File: src/rtl/entry_timeout_ctrl_pkg.sv
// Shared types and key constants for the keypad-entry controller.
package entry_pkg;

  typedef enum logic [1:0] {
    IDLE,
    COLLECT,
    DONE,
    ABORT
  } state_t;

  typedef enum logic [2:0] {
    BUF_NOP,
    BUF_LOAD,
    BUF_PUSH,
    BUF_POP,
    BUF_CLEAR
  } buf_op_t;

  localparam logic [3:0] KEY_BACKSPACE = 4'hA;
  localparam logic [3:0] KEY_ENTER     = 4'hB;
  localparam logic [3:0] KEY_CANCEL    = 4'hC;
  localparam logic [3:0] DIGIT_MAX     = 4'h9;

  function automatic logic is_digit(input logic [3:0] key);
    return key <= DIGIT_MAX;
  endfunction

endpackage

File: src/rtl/entry_timeout_ctrl_if.sv
// Keypad, timer and code-output signals of entry_timeout_ctrl.
interface entry_timeout_ctrl_if #(
  parameter int unsigned DIGITS = 4
);
  logic                  key_valid;
  logic [3:0]            key_code;
  logic                  timeout;
  logic                  timer_clear;
  logic [4*DIGITS-1:0]   code_out;
  logic                  code_valid;
  logic                  entry_aborted;
  logic                  entry_busy;
  logic [3:0]            digit_count;

  modport master (
    output key_valid, key_code, timeout,
    input  timer_clear, code_out, code_valid, entry_aborted, entry_busy, digit_count
  );

  modport slave (
    input  key_valid, key_code, timeout,
    output timer_clear, code_out, code_valid, entry_aborted, entry_busy, digit_count
  );
endinterface

File: src/rtl/entry_timeout_ctrl_digit_shift_buffer.sv
// Digit buffer: nibble-wide shift register plus digit count.
// Pop (right shift) exists only when ENTRY_BACKSPACE_EN is defined.
module digit_shift_buffer
  import entry_pkg::*;
#(
  parameter int unsigned DIGITS = 4
) (
  input  logic                clk,
  input  logic                reset,
  input  buf_op_t             i_op,
  input  logic [3:0]          i_digit,
  output logic [4*DIGITS-1:0] o_buf,
  output logic [3:0]          o_count
);
  localparam int unsigned BUF_W = 4 * DIGITS;

  logic [BUF_W-1:0] r_buf;
  logic [3:0]       r_count;

  always_ff @(posedge clk) begin
    if (reset) begin
      r_buf   <= '0;
      r_count <= '0;
    end else begin
      case (i_op)
        BUF_LOAD: begin
          r_buf   <= BUF_W'(i_digit);
          r_count <= 4'd1;
        end
        BUF_PUSH: begin
          r_buf   <= (r_buf << 4) | BUF_W'(i_digit);
          r_count <= r_count + 4'd1;
        end
`ifdef ENTRY_BACKSPACE_EN
        BUF_POP: begin
          r_buf   <= r_buf >> 4;
          r_count <= r_count - 4'd1;
        end
`endif
        BUF_CLEAR: begin
          r_buf   <= '0;
          r_count <= '0;
        end
        default: ;
      endcase
    end
  end

  assign o_buf   = r_buf;
  assign o_count = r_count;

endmodule

File: src/rtl/entry_timeout_ctrl.sv
// Keypad-entry controller: collects DIGITS decimal keys, restarts the inactivity
// timer per accepted key, aborts on timeout. Optional backspace: ENTRY_BACKSPACE_EN.
module entry_timeout_ctrl
  import entry_pkg::*;
#(
  parameter int unsigned DIGITS = 4,
  parameter int unsigned KEY_W  = 4
) (
  input logic                  clk,
  input logic                  reset,
  entry_timeout_ctrl_if.slave  bus
);
  state_t               r_state;
  state_t               w_next;
  buf_op_t              w_op;
  logic                 w_clear_pulse;
  logic                 r_timer_clear;
  logic                 r_code_valid;
  logic                 r_entry_aborted;
  logic [4*DIGITS-1:0]  r_code_out;
  logic [4*DIGITS-1:0]  w_buf;
  logic [3:0]           w_count;
  logic [KEY_W-1:0]     w_key;
  logic                 w_key_digit;
  logic                 w_full;
  logic                 w_timeout;

  assign w_key       = bus.key_code;
  assign w_key_digit = bus.key_valid && is_digit(w_key);
  assign w_full      = (w_count == 4'(DIGITS));
  // A raised timer_clear means the timer has not yet dropped its stale flag.
  assign w_timeout   = bus.timeout && !r_timer_clear;

  digit_shift_buffer #(
    .DIGITS (DIGITS)
  ) u_buf (
    .clk     (clk),
    .reset   (reset),
    .i_op    (w_op),
    .i_digit (w_key),
    .o_buf   (w_buf),
    .o_count (w_count)
  );

  always_comb begin
    w_next        = r_state;
    w_op          = BUF_NOP;
    w_clear_pulse = 1'b0;
    case (r_state)
      IDLE: begin
        if (w_key_digit) begin
          w_op          = BUF_LOAD;
          w_clear_pulse = 1'b1;
          w_next        = COLLECT;
        end
      end
      COLLECT: begin
        if (w_timeout) begin
          w_next = ABORT;
        end else if (bus.key_valid) begin
          if (is_digit(w_key)) begin
            if (!w_full) begin
              w_op          = BUF_PUSH;
              w_clear_pulse = 1'b1;
            end
          end else if (w_key == KEY_ENTER) begin
            w_next = w_full ? DONE : ABORT;
          end else if (w_key == KEY_CANCEL) begin
            w_next = ABORT;
`ifdef ENTRY_BACKSPACE_EN
          end else if (w_key == KEY_BACKSPACE) begin
            if (w_count > 4'd1) begin
              w_op          = BUF_POP;
              w_clear_pulse = 1'b1;
            end else begin
              w_next = ABORT;
            end
`endif
          end
        end
      end
      DONE:  w_next = IDLE;
      ABORT: begin
        w_op   = BUF_CLEAR;
        w_next = IDLE;
      end
      default: w_next = IDLE;
    endcase
  end

  always_ff @(posedge clk) begin
    if (reset) begin
      r_state         <= IDLE;
      r_timer_clear   <= 1'b1;
      r_code_valid    <= 1'b0;
      r_entry_aborted <= 1'b0;
      r_code_out      <= '0;
    end else begin
      r_state         <= w_next;
      r_timer_clear   <= w_clear_pulse;
      r_code_valid    <= (r_state == DONE);
      r_entry_aborted <= (r_state == ABORT);
      if (r_state == DONE) r_code_out <= w_buf;
    end
  end

  assign bus.timer_clear   = r_timer_clear;
  assign bus.code_out      = r_code_out;
  assign bus.code_valid    = r_code_valid;
  assign bus.entry_aborted = r_entry_aborted;
  assign bus.entry_busy    = (r_state == COLLECT);
  assign bus.digit_count   = w_count;

endmodule

File: src/flat_wrapper.sv
// flat-port wrapper written by rule: the top's interface ports become plain ports
module entry_timeout_ctrl_flat import entry_pkg::*;
#(
  parameter int unsigned DIGITS = 4,
  parameter int unsigned KEY_W  = 4
)
  (clk, reset, bus_key_valid, bus_key_code, bus_timeout, bus_timer_clear, bus_code_out, bus_code_valid, bus_entry_aborted, bus_entry_busy, bus_digit_count);
  entry_timeout_ctrl_if #(.DIGITS(DIGITS)) bus_i ();
  input logic clk;
  input logic reset;
  input wire logic [$bits(bus_i.key_valid)-1:0] bus_key_valid;
  input wire logic [$bits(bus_i.key_code)-1:0] bus_key_code;
  input wire logic [$bits(bus_i.timeout)-1:0] bus_timeout;
  output wire logic [$bits(bus_i.timer_clear)-1:0] bus_timer_clear;
  output wire logic [$bits(bus_i.code_out)-1:0] bus_code_out;
  output wire logic [$bits(bus_i.code_valid)-1:0] bus_code_valid;
  output wire logic [$bits(bus_i.entry_aborted)-1:0] bus_entry_aborted;
  output wire logic [$bits(bus_i.entry_busy)-1:0] bus_entry_busy;
  output wire logic [$bits(bus_i.digit_count)-1:0] bus_digit_count;
  assign bus_i.key_valid = bus_key_valid;
  assign bus_i.key_code = bus_key_code;
  assign bus_i.timeout = bus_timeout;
  assign bus_timer_clear = bus_i.timer_clear;
  assign bus_code_out = bus_i.code_out;
  assign bus_code_valid = bus_i.code_valid;
  assign bus_entry_aborted = bus_i.entry_aborted;
  assign bus_entry_busy = bus_i.entry_busy;
  assign bus_digit_count = bus_i.digit_count;
  entry_timeout_ctrl #(.DIGITS(DIGITS), .KEY_W(KEY_W)) u_core (.clk(clk), .reset(reset), .bus(bus_i));
endmodule
File: config.mk
export PLATFORM = sky130hd
export DESIGN_NAME = entry_timeout_ctrl_flat
export DESIGN_NICKNAME = d
export VERILOG_FILES = /design/src/rtl/entry_timeout_ctrl_pkg.sv /design/src/rtl/entry_timeout_ctrl_if.sv /design/src/rtl/entry_timeout_ctrl_digit_shift_buffer.sv /design/src/rtl/entry_timeout_ctrl.sv /design/src/flat_wrapper.sv
export SDC_FILE = /design/constraint.sdc
export NUM_CORES = 1
export LEC_CHECK = 0
export ABC_AREA = 1
export CAP_MARGIN = 10
export CORE_UTILIZATION = 45
export CTS_CLUSTER_DIAMETER = 120
export DETAILED_ROUTE_END_ITERATION = 10
export HOLD_SLACK_MARGIN = 0.03
export PLACE_DENSITY = 0.72
export REMOVE_ABC_BUFFERS = 1
export SLEW_MARGIN = 20
export SYNTH_ARGS = -nofsm -noshare
export SYNTH_HDL_FRONTEND = slang
export SYNTH_SLANG_ARGS = --single-unit
export TNS_END_PERCENT = 5
File: constraint.sdc
create_clock -name clk -period 1.7 [get_ports clk]
set_input_delay 0.34 -clock clk [delete_from_list [all_inputs] [get_ports clk]]
set_output_delay 0.34 -clock clk [all_outputs]
set_load 0.02 [all_outputs]
# Yosys cells after proc, flatten, opt, wreduce, memory -nomap -nowiden

Cells that the tools add are included.

Register bits after elaboration: 41
Bits in latches: 0
Memory bits (writable): 0
Bits in read-only memories: 0
Input bits: 8
Output and inout bits: 24
Word-level logic and storage cells: 52
Memories kept: 0

$add $sub $neg: 1
Multiply operators: 0
Div/mod/pow operators: 0
$lt $le $gt $ge: 1
Equal/unequal tests: 13
Shift-type cells: 0
Muxes and demuxes: 22
Bitwise operators: 1
Reduce and logical (&&, ||, !) cells: 7

Operator list:

| kind                | count |
|---|---|
| $pmux 16 s3         | 1 |
| $or 16x4->16        | 1 |
| $mux 2              | 7 |
| $pmux 4 s3          | 1 |
| $mux 3              | 3 |
| $pmux 3 s3          | 1 |
| $eq 4x4->1 const B  | 2 |
| $mux 1              | 7 |
| $ne 3x2->1 const B  | 2 |
| $pmux 2 s3          | 1 |
| $add 4x1->4 const B | 1 |
| $eq 2x2->1 const B  | 2 |
| $eq 4x3->1 const B  | 1 |
| $le 4x4->1 const B  | 1 |
| $ne 4x1->1 const B  | 1 |
| $reduce_and 4->1    | 1 |
| $eq 3x1->1 const B  | 1 |
| $eq 3x2->1 const B  | 1 |
| $eq 3x3->1 const B  | 1 |
| $reduce_bool 3->1   | 1 |
| $eq 2x1->1 const B  | 1 |
| $logic_and 1x1->1   | 2 |
| $logic_not 2->1     | 1 |
| $ne 2x1->1 const B  | 1 |
| 3 further kinds     | 3 |

# Depth between registers and ports, before layout

Gate-level depths: netlist of run 1.

Word-level depth: 8
Mapped depth: 11
Gate-level depth less buffers: 11

# Cells and area by module

Synthesis of run 1 repeated with hierarchy kept, for this count alone.

Cell total of the unflattened synthesis: 242
Area total of the unflattened synthesis: 1,762.9 µm²

Modules (own cells, without submodules):

| module             | instances | cells an instance | area an instance (µm²) | sequential area each (µm²) |
|---|---|---|---|---|
| digit_shift_buffer | 1         | 124               | 909.6                  | 400.4 |
| entry_timeout_ctrl | 1         | 118               | 853.3                  | 420.4 |

# Worst setup path after synthesis of run 1

OpenSTA, ideal clock, no wires.

Path type: register to register
From: register u_core.u_buf.r_count[0], in the netlist u_core.u_buf.o_count[0]
To: register u_core.u_buf.r_count[2], in the netlist u_core.u_buf.o_count[2]
Setup time: 0.064 ns
Arrival: 1.474 ns
Data required time: 1.636 ns
Slack: 0.162 ns
Stages on the path, launching flop included: 11
Path buffers: 1
Clock period less this slack: 1.538 ns
Cell sequence: dfxtp_1 > inv_1 > ha_1 > nand2_1 > nor2_1 > nor2_2 > nand2_2 > buf_2 > o21bai_1 > nand2_1 > nor2_1

Cells in the longest elaborated chain, start to end: 8
Elaborated cells on any way between the ends: 12
Classes of those cells: add/sub (1); eq/ne (4); mux (6); reduce/logical (1)

Ends and longest elaborated chain:

| element                                         | RTL line                                    | RTL |
|---|---|---|
| start, declared                                 | entry_timeout_ctrl_digit_shift_buffer.sv:18 | `logic [3:0] r_count;` |
| start signal, assigned                          | entry_timeout_ctrl_digit_shift_buffer.sv:32 | `r_count <= r_count + 4'd1;` |
| $eq 4x3->1                                      | entry_timeout_ctrl.sv:30                    | `assign w_full = (w_count == 4'(DIGITS));` |
| $mux 2                                          | entry_timeout_ctrl.sv:62                    | `if (!w_full) begin` |
| $mux 3                                          | entry_timeout_ctrl.sv:61                    | `if (is_digit(w_key)) begin` |
| $mux 3                                          | entry_timeout_ctrl.sv:60                    | `end else if (bus.key_valid) begin` |
| $mux 3                                          | entry_timeout_ctrl.sv:58                    | `if (w_timeout) begin` |
| $pmux 3 s3                                      | entry_timeout_ctrl.sv:49                    | `case (r_state)` |
| $eq 3x3->1 (tied with other cells)              | entry_timeout_ctrl_digit_shift_buffer.sv:25 | `case (i_op)` |
| $pmux 4 s3 or $reduce_bool 3->1 (tied branches) | n/a                                         |  |

Several ways; a longest one is shown, not always the timed one.
A chain may end at the register's enable or synchronous reset.

# Final worst setup path of run 1

From: register u_core.u_buf.r_count[3], in the netlist u_core.u_buf.o_count[3]
To: output port bus_digit_count[3]

RTL lines:

| element       | RTL line           | RTL |
|---|---|---|
| end, declared | flat_wrapper.sv:19 | `output wire logic [$bits(bus_i.digit_count)-1:0] bus_digit_count;` |

No word-level cell between the ends.

==> run metrics, run 1 <==
outcome complete, no violations; diode count 0; Worst R2R End u_core.u_buf.o_count[2]; kind of critical path reg -> out; layout cells sized above 1 0.109; CP max stage cell clkdlybuf4s50_1; worst hold margin roughly 490 ps; final WL ~3500 um; Post-Syn Area per Cell 7.38 um^2; Yosys top cell by area dfxtp_1; RSZ-0062 raised after global routing false; Pwr Density between 900 and 1000 nW/um^2; Critical Path End bus_digit_count[3]; peak supply drop approximately 640 uV; #FFs+latches synth just over 40; synth warn 0; largest net degree at the start of global routing 21; Post-CTS Setup Bufs 0; initial antenna violation count 0; area grow syn2layout 32.0%; # setup viols final 0; die height between 60 and 70 um; fraction of registers with async set/reset 0; Num CTS Buffers 5; crit path buf inv count 1; post-synthesis cell area about 1700 um^2; crit path from u_core.u_buf.o_count[3]; CTS Root Buffer Type clkbuf_8; crit-path max FO 4; global-route wire length before repair between 6000 and 7000 um; Detail Placement HPWL approximately 2400 um; Cell variety after synth 20; r2r worst-path depth 11; TritonCTS clock tree yes; Final #Nets approximately 280; Worst EP arrival roughly 1300 ps; Pleak about 0.98 nW; Setup Skew just over 7 ps; maximum clock path buffer count 2; # IOs 32; synthesized instance count between 200 and 250; area fraction of the dominant cell type after synthesis 0.494; Achievable Freq just over 600 MHz; sequential cell area fraction in the yosys report 0.494; CTS sink count 41; synth cell count leaders nor2_1, dfxtp_1, nand2_1; FILL cells around 330; Final Hold Vio Count 0; CTS Hold Bufs 0; routed vias 1,562; clock slew at reported path FFs roughly 80 ps; crit-path leading delay family buffers and inverters; slew margin rel. 0.840; chip width 62.8 um; top-count cell post-synth nor2_1; routed vias/inst about 5.0; CORE AREA about 3400 um^2; Clock Latency Late Sink roughly 290 ps; max-slew violations 0; total global-route track usage 0.196; final core area utilization 0.637; Req. time, crit path ~1400 ps; port bufs 31; CP cell instances clkdlybuf4s50_1; grt total ovfl 0; Top FF cell, synth dfxtp_1; vias in the first global route around 1,400; WL/cell 11.1 um; number of enable flip-flop cells after synthesis 0; Die ar. 3940 um^2; Crit. End Element output pin; post-route ant nets 0; R2R Path Start u_core.u_buf.o_count[0]; Tmin final roughly 1600 ps; FP Rows 21; measured slew at the worst slew-check pin 238 ps; CP max stage delay between 600 and 700 ps; Final GP Congestion roughly 0.85; DRT iter0 DRCs between 100 and 150; top post-synthesis cells by area dfxtp_1, nor2_1, nand2_1; max_cap viols 0; reg-to-reg slack, setup 160 ps; post-route DRC violation count 0; DR pass1 iterations 4; H-tree Lvls 2; Crit path depth 1; worst hold path class reg -> reg; final worst path period share 0.968; initial core utilization 0.483; CP Launch Type register
[cell families after synthesis]
logic type,share of synthesized area
simple gates,0.300
xor+xnor,0.00527
flops,0.494
compound gates,0.116
fa+ha+maj,0.0151
buf+inv,0.0693
[worst min-delay path by stage]
stage,startpoint,endpoint,cells past startpoint
after floorplan,reset,u_core.u_buf.o_buf[0],1
after global placement,u_core.u_buf.o_buf[5],u_core.u_buf.o_buf[9],2
after detailed placement,u_core.u_buf.o_buf[1],u_core.u_buf.o_buf[5],2
after CTS,u_core.u_buf.o_buf[1],u_core.u_buf.o_buf[5],2
after global routing,u_core.u_buf.o_buf[9],u_core.u_buf.o_buf[13],2
final,u_core.u_buf.o_buf[1],u_core.u_buf.o_buf[5],2
[what timing repair did]
action,CTS,global route
endpoints found under the setup margin,1,6
resized for setup,1,3
endpoints found under the hold margin,0,0
cloned,0,0
[layout by cell type (no fill, tap or decap), types with 6 or more instances in the layout]
master,synthesis,routed
nor2_1,48,48
dfxtp_1,41,41
nand2_1,39,39
clkdlybuf4s50_1,0,28
a21oi_1,19,19
o21ai_0,18,18
nand4_1,17,17
buf_4,0,15
inv_1,13,13
clkbuf_8,0,7
nand3_1,6,6
[registers in the layout, indices dropped and copies added, names as in the netlist]
register,cells
u_core.bus.code_out,16
u_core.bus.code_valid,1
u_core.bus.entry_aborted,1
u_core.bus.timer_clear,1
u_core.r_state,2
u_core.u_buf.o_buf,16
u_core.u_buf.o_count,4
[power by group]
part,internal (mW),switching (mW)
logic,0.137,0.180
registers,1.00,0.0284
clock network,0.367,0.318
[through the flow]
| stage | cells | power [mW] | TNS [ps] | setup slack (ps) | area, um^2 |
|---|---|---|---|---|---|
| CTS | 313 | 2.05 | 0 | 2.30 | 2190 |
| detailed placement | 305 | 1.37 | -378 | -63.7 | 2090 |
| global placement | 305 | 1.37 | -19.7 | -16.8 | 2090 |
| floorplan | 213 | 1.22 | 0 | 3.92 | 1610 |
| finish | 313 | 2.03 | 0 | 54.8 | 2190 |
| global route | 313 | 2.14 | 0 | 8.59 | 2190 |
[routing by layer]
layer,share of wire,GRT usage,up-vias
met2,0.43,0.298,37
met3,0.042,0.0547,4
met1,0.51,0.267,706
met4,0.013,0.0610,0
met5,0,0,-
li1,-,-,815
[cell type report]
cell class,instances,area [um^2],share of cell area
Clock buffer,7,96.3,0.0439
Clock inverter,1,5.00,0.00228
Inverter,16,61.3,0.0280
Multi-Input combinational cell,156,726,0.331
Sequential cell,41,821,0.374
Tap cell,46,57.6,0.0262
Timing Repair Buffer,46,427,0.195
(Power assumes the default switching activity.)
==> run 2: changes to the inputs <==
--- a/config.mk
+++ b/config.mk
@@ -11,10 +11,11 @@
 export CTS_CLUSTER_DIAMETER = 120
 export DETAILED_ROUTE_END_ITERATION = 10
 export HOLD_SLACK_MARGIN = 0.03
-export PLACE_DENSITY = 0.72
+export PLACE_DENSITY = 0.71
 export REMOVE_ABC_BUFFERS = 1
 export SLEW_MARGIN = 20
 export SYNTH_ARGS = -nofsm -noshare
 export SYNTH_HDL_FRONTEND = slang
+export SYNTH_HIERARCHICAL = 1
 export SYNTH_SLANG_ARGS = --single-unit
 export TNS_END_PERCENT = 5
==> run 2 against run 1 <==
Compared with the run above:
- design area grew 8.7%
- fmax up 0.76%
- sequential cell count is the same
- area after synthesis grew 6.1%
- clock power fell by 17%
- die area up 5.9%
- utilization rose by 0.45 points
- final cell count grew 8.0%
- synthesized cell count up 7.6%
- largest cell class unchanged
- largest power group unchanged
==> run metrics, run 2 <==
Inst Count DP 331 (+8.5%); maximum clock path buffer count 2 (unchanged); largest net degree at the start of global routing 21 (unchanged); post-route cell area 2380 um^2 (+8.7%); routed vias 1,640 (+5.0%); part of the power in registers 0.509 (about the same); post-route ant nets 0 (unchanged); Top FF cell, synth dfxtp_1; Achievable Freq 612 MHz (+0.76%); global-route wire length before repair 6000 um (-1.9%); grt total ovfl 0 (unchanged); kind of critical path in -> reg; RSZ-0062 raised after global routing true; slew margin rel. 0.675 (-0.164); Detail Placement HPWL 2480 um (+5.1%); final cell count without fillers 338 (+8.0%); area fraction of the dominant cell type after synthesis 0.466 (-0.0284); H-tree Lvls 2 (unchanged); Num CTS Buffers 5 (unchanged); Final #Nets 300 (+8.7%); Yosys top cell by area dfxtp_1; CP max stage delay 410 ps (-210 ps); Tmin final 1630 ps (-12.4 ps); commonest non-fill, non-tap cells in the layout nor2_1, dfxtp_1, nand2_1; CP max stage cell clkdlybuf4s50_1; TritonCTS clock tree yes; chip width 64.6 um (+2.9%); WL/cell 11.0 um (-0.80%); CTS sink count 41 (unchanged); Post-Syn Area per Cell 7.28 um^2 (-1.4%); # setup viols final 0 (unchanged); peak supply drop 498 uV (-23%); Final Hold Vio Count 0 (unchanged); final worst path period share 0.960 (-0.00728); sequential cell area fraction in the yosys report 0.466 (-0.0284); Crit. End Element register; CP Launch Type input pin; top-count cell post-synth nor2_1; CP cell instances clkdlybuf4s50_1, a21oi_2, and2_4, nand3_2, inv_2, nand2_4, nand2_2, nand2_4, buf_4, nand3_1, a21oi_2; Pwr Density 866 nW/um^2 (-6.7%); # IOs 32 (unchanged); diode count 0 (unchanged); routed vias/inst 4.85 (-2.8%); area grow syn2layout 35.3%; max_cap viols 0 (unchanged); initial core utilization 0.474 (-0.00832); post-route DRC violation count 0 (unchanged); DR pass1 iterations 6 (+2); port bufs 31 (unchanged); post-synthesis cell area 1760 um^2 (+6.1%); CTS Root Buffer Type clkbuf_8; #FFs+latches synth 41 (unchanged); Worst EP arrival 1810 ps (+500 ps); crit-path max FO 5 (+1); CORE AREA 3720 um^2 (+8.0%); outcome complete, no violations; die height 64.6 um (+2.9%); final WL 3730 um (+7.1%); Final GP Congestion 0.747 (-12%); DRT iter0 DRCs 59 (-47%); Setup Skew 3.53 ps (-3.65 ps); total global-route track usage 0.184 (-0.0112); Die ar. 4170 um^2 (+5.9%); vias in the first global route 1,408 (+3.8%); layout cells sized above 1 0.200 (+0.0914); FP Rows 22 (+4.8%); commonest non-fill, non-tap cell in the layout nor2_1; worst hold path class reg -> reg; measured slew at the worst slew-check pin 486 ps (+249 ps); synthesized instance count 242 (+7.6%); switching power 579 uW (+10%); initial antenna violation count 0 (unchanged); clock slew at reported path FFs 70 ps (about the same); fraction of registers with async set/reset 0 (unchanged); Pint 1.49 mW (-1.5%); Total Power 2.06 mW (+1.4%); top post-synthesis cells by area dfxtp_1, nor2_1, nand2_1; crit path buf inv count 3 (+2); Pleak 1.16 nW (+18%); Comb power frac 0.215 (+0.059); number of enable flip-flop cells after synthesis 0 (unchanged); sw frac 0.280 (+0.0218); synth warn 6 (+6); Clock Latency Late Sink 290 ps (about the same); Placed Area 2220 um^2 (+6.5%); crit-path leading delay family buffers and inverters; max-slew violations 0 (unchanged); synth cell count leaders nor2_1, nand2_1, dfxtp_1; Cell variety after synth 23 (+15%); Req. time, crit path 1880 ps (+520 ps); clock share of power 0.276 (-0.061)
-- run 2: changes by cell type after synthesis, sizes merged, moves of 5 or more --
cell and change:
buf +5, clkbuf -7, inv +14, nand2 +5, nand3 +23, nand4 -15
nor2 -6
-- run 2: through the flow --
| step | hold WS, ps | worst slack, ps | TNS, ps | utilization |
|---|---|---|---|---|
| after detailed placement | 470 | -352 | -5950 | 0.598 |
| after global placement | 461 | -265 | -4880 | 0.598 |
| final | 479 | 67.2 | 0 | 0.642 |
| after global routing | 500 | -61.0 | -276 | 0.642 |
| after CTS | 481 | -0.536 | -0.536 | 0.618 |
| after floorplan | 402 | -4.46 | -17.8 | - |
-- run 2: per-layer routing --
metal | GRT usage | wire [um]
met1 | 0.242 | 1720
met2 | 0.283 | 1780
met3 | 0.0528 | 176
met4 | 0.0750 | 57
met5 | 0 | 0
-- run 2: tightest hold or removal path: stages, from the launching register on --
cell and delay [ps]:
dfxtp_1 320, nand2_1 60, a21oi_1 50
-- run 2: layout make-up --
| cell class | instances | area (um^2) |
|---|---|---|
| fill | 338 | 1330 |
| sequential | 41 | 822 |
| multi-input combinational | 162 | 812 |
| timing repair buffer | 52 | 508 |
| inverter | 29 | 109 |
| clock buffer | 5 | 68.8 |
| tap | 48 | 60.1 |
| clock inverter | 1 | 5.00 |
-- run 2: path summary, 6_finish.rpt --
check / from / to / slack [ps] / depth (start not counted)
setup reg to reg: u_core/r_state[0] / u_core/u_buf/o_count[2] / 110 / 11
hold / removal: u_core/u_buf/o_buf[1] / u_core/u_buf/o_buf[5] / 480 / 2
setup / recovery: bus_timeout / u_core/u_buf/o_count[2] / 70 / 11
hold reg to reg: u_core/u_buf/o_buf[1] / u_core/u_buf/o_buf[5] / 480 / 2
-- run 2: power groups by stage --
stage / registers (mW) / clock network (mW) / logic (mW)
5_1_grt: 1.06 / 0.623 / 0.487
3_3_place_gp: 1.07 / 0 / 0.420
3_5_place_dp: 1.07 / 0 / 0.422
4_1_cts: 1.05 / 0.589 / 0.423
6_report: 1.05 / 0.570 / 0.443
2_1_floorplan: 1.12 / 0 / 0.179
-- run 2: timing repair --
item	in CTS	in global routing
hold buffers	0	0
setup buffers	0	0
resized for setup	4	27
endpoints found under the setup margin	12	23
gates cloned	0	1
pin swaps	0	3
-- run 2: cell families (layout without fill, tap and decap cells) --
logic type | Yosys count | after routing | share of synthesized area
AO/OA/AOI/OAI | 37 | 37 | 0.109
adder cells (fa/ha/maj) | 1 | 1 | 0.00710
buffers and inverters | 39 | 87 | 0.104
flip-flops | 41 | 41 | 0.466
AND/OR/NAND/NOR | 124 | 124 | 0.314
==> run 3: changes to the inputs <==
--- a/config.mk
+++ b/config.mk
@@ -11,11 +11,11 @@
 export CTS_CLUSTER_DIAMETER = 120
 export DETAILED_ROUTE_END_ITERATION = 10
 export HOLD_SLACK_MARGIN = 0.03
-export PLACE_DENSITY = 0.71
+export PLACE_DENSITY = 0.74
 export REMOVE_ABC_BUFFERS = 1
 export SLEW_MARGIN = 20
 export SYNTH_ARGS = -nofsm -noshare
 export SYNTH_HDL_FRONTEND = slang
 export SYNTH_HIERARCHICAL = 1
 export SYNTH_SLANG_ARGS = --single-unit
-export TNS_END_PERCENT = 5
+export TNS_END_PERCENT = 20
==> constraint.sdc (replaced) <==
create_clock -name clk -period 1.4 [get_ports clk]
set_input_delay 0.28 -clock clk [delete_from_list [all_inputs] [get_ports clk]]
set_output_delay 0.28 -clock clk [all_outputs]
set_load 0.02 [all_outputs]
==> run 3 against run 2 <==
Compared with the run above:
- the run now ends with negative setup slack left
- first-iteration DRC count increased by 25%
- wire length rose by 27%
- sequential cell count stayed put
- total power up 44%
- non-clock buffer count up 23
- setup slack worse by 210 ps
- register-to-register slack lost 250 ps
- utilization up 11 points
- combinational power rose by 58%
- clock skew rose by 2.5 ps
- clock-buffer cell count rose by 1
- final cell count increased by 7.4%
- largest power group unchanged
==> run metrics, run 3 (synthesis gave the netlist of run 2 again) <==
outcome complete, but fails checks; failing checks negative setup slack; commonest non-fill, non-tap cell in the layout nor2_1; final core area utilization 0.747 (+0.105); worst hold path class in -> reg; Pwr Density 1070 nW/um^2 (+24%); Final GP Congestion 0.770 (+3.1%); DR pass1 iterations 4 (-2); met1 WL 2000 um (+17%); clock share of power 0.335 (+0.059); post-route ant nets 0 (unchanged); Clock Latency Late Sink 300 ps (about the same); largest net degree at the start of global routing 18 (-14%); sw frac 0.281 (about the same); final worst path period share 1.10; Worst R2R End u_core/u_buf/o_buf[5]; crit-path leading delay family buffers and inverters; peak supply drop 582 uV (+17%); global-route wire length before repair 7160 um (+19%); Pleak 1.34 nW (+16%); layout cells sized above 1 0.368 (+0.168); pre-CTS setup slack -628 ps (-276 ps); CTS sink count 41 (unchanged); CP Launch Type register; Pint 2.14 mW (+44%); TritonCTS clock tree yes; reg-to-reg slack, setup -140 ps (-250 ps); Worst EP arrival 1770 ps (-40 ps); Hold Crit Depth 6 (+4); max_cap viols 0 (unchanged); H-tree Lvls 2 (unchanged); clock slew at reported path FFs 80 ps (about the same); max-slew violations 0 (unchanged); post-route DRC violation count 0 (unchanged); initial antenna violation count 0 (unchanged); met2 wire length 2460 um (+38%); fin worst setup slack -142 ps (-209 ps); Placed Area 2280 um^2 (+2.5%); # setup viols final 20 (+20); slew margin rel. 0.798 (+0.123); routed vias/inst 4.96 (+2.3%); crit path buf inv count 5 (+2); CP max stage cell dfxtp_2; routed vias 1,802 (+9.9%); part of the power in registers 0.429 (-0.080); commonest non-fill, non-tap cells in the layout nor2_1, dfxtp_1, buf_4; chip width 64.6 um (unchanged); total global-route track usage 0.228 (+0.0437); CTS Hold Bufs 0 (unchanged); initial core utilization 0.474 (unchanged); crit-path max FO 5 (unchanged); final WL 4750 um (+27%); Num CTS Buffers 5 (unchanged); met3 wire len 181 um (+2.8%); maximum clock path buffer count 2 (unchanged); crit path from u_core/bus.timer_clear; R2R Path Start u_core/bus.timer_clear; Achievable Freq 649 MHz; CP cell instances inv_2, a21oi_2, and2_4, nand3_4, inv_4, inv_4, nand3_4, buf_12, clkbuf_16, nand3_2, a21oi_2; DRT iter0 DRCs 74 (+25%); port bufs 31 (unchanged); r2r worst-path depth 11 (unchanged); CTS Root Buffer Type clkbuf_8; Final #Nets 323 (+7.7%); switching power 835 uW (+44%); Setup Skew 5.99 ps (+2.45 ps); Crit path depth 11 (unchanged); Die ar. 4170 um^2 (unchanged); Critical Path End u_core/u_buf/o_buf[5]; diode count 0 (unchanged); die height 64.6 um (unchanged); highest metal used met4; Comb power frac 0.236 (+0.021); FP Rows 22 (unchanged); CP max stage delay 340 ps (-70 ps); Detail Placement HPWL 2610 um (+5.1%); RSZ-0062 raised after global routing true; kind of critical path reg -> reg; measured slew at the worst slew-check pin 302 ps (-184 ps); area grow syn2layout 57.5%; post-route cell area 2780 um^2 (+16%); CORE AREA 3720 um^2 (unchanged); # IOs 32 (unchanged); WL/cell 13.1 um (+19%); vias in the first global route 1,605 (+14%); grt total ovfl 0 (unchanged); Final Hold Vio Count 0 (unchanged); Tmin final ~1500 ps; Crit. End Element register; Req. time, crit path 1630 ps (-250 ps)
==> run 3: cell types whose count changed in the layout (fill, tap and decap cells not counted), moves of 5 or more <==
| cell | previous run | this run |
|---|---|---|
| dlymetal6s2s_1 | 6 | 0 |
| clkdlybuf4s50_1 | 23 | 2 |
| dlygate4sd2_1 | 2 | 22 |
| nand3_1 | 24 | 16 |
| nand2_2 | 4 | 9 |
| nand2_1 | 39 | 33 |
| inv_2 | 6 | 11 |
| buf_4 | 16 | 34 |
| inv_1 | 23 | 16 |
==> run 3: power by group through the flow <==
stage	Clock (mW)	Sequential, mW	Combinational [mW]
4_1_cts	1.01	1.28	0.608
3_5_place_dp	0	1.30	0.550
6_report	0.997	1.28	0.701
2_1_floorplan	0	1.36	0.218
3_3_place_gp	0	1.30	0.540
5_1_grt	1.07	1.28	0.752
==> run 3: final cells by class <==
cell class | instances | area [um^2]
Multi-Input combinational cell | 162 | 946
Fill cell | 270 | 940
Sequential cell | 41 | 826
Timing Repair Buffer | 75 | 711
Inverter | 29 | 114
Clock buffer | 6 | 82.6
Tap cell | 48 | 60.1
Clock inverter | 2 | 37.5
==> run 3: per-layer routing <==
metal,vias up,GRT usage
li1,911,-
met4,0,0.0750
met2,51,0.397
met5,-,0
met1,830,0.271
met3,10,0.0581
==> run 3: worst min path at each step <==
stage	startpoint	to	slack (ps)
3_3_place_gp	u_core/u_buf/o_buf[14]	u_core/u_buf/o_buf[14]	460
6_report	bus_key_code[2]	u_core/u_buf/o_buf[2]	430
5_1_grt	bus_key_code[2]	u_core/u_buf/o_buf[2]	490
4_1_cts	u_core/u_buf/o_buf[14]	u_core/u_buf/o_buf[14]	480
2_1_floorplan	reset	u_core/r_state[0]	340
3_5_place_dp	u_core/u_buf/o_buf[14]	u_core/u_buf/o_buf[14]	470
==> run 3: through the flow <==
step | hold slack (ps) | power (mW) | std cells | TNS (ps)
after global placement | 460 | 1.84 | 335 | -10220
after CTS | 479 | 2.89 | 358 | -1680
after global routing | 486 | 3.10 | 363 | -3270
after floorplan | 342 | 1.58 | 232 | -4210
after detailed placement | 470 | 1.85 | 335 | -12120
final | 426 | 2.98 | 363 | -1850
==> run 3: repair_timing <==
action	in CTS	in global routing
setup endpoints to repair	44	26
endpoints found under the hold margin	0	0
pin swaps	16	15
gates cloned	3	1
resized for setup	60	44
setup buffers	12	4
==> run 3: worst reg2reg max path: cells and delay by family, from the launching register on <==
| kind | cells | cell delay [ps] |
|---|---|---|
| AND/OR/NAND/NOR | 4 | 420 |
| AO/OA/AOI/OAI | 2 | 280 |
| buffers and inverters | 5 | 440 |
| flip-flops | 1 | 340 |
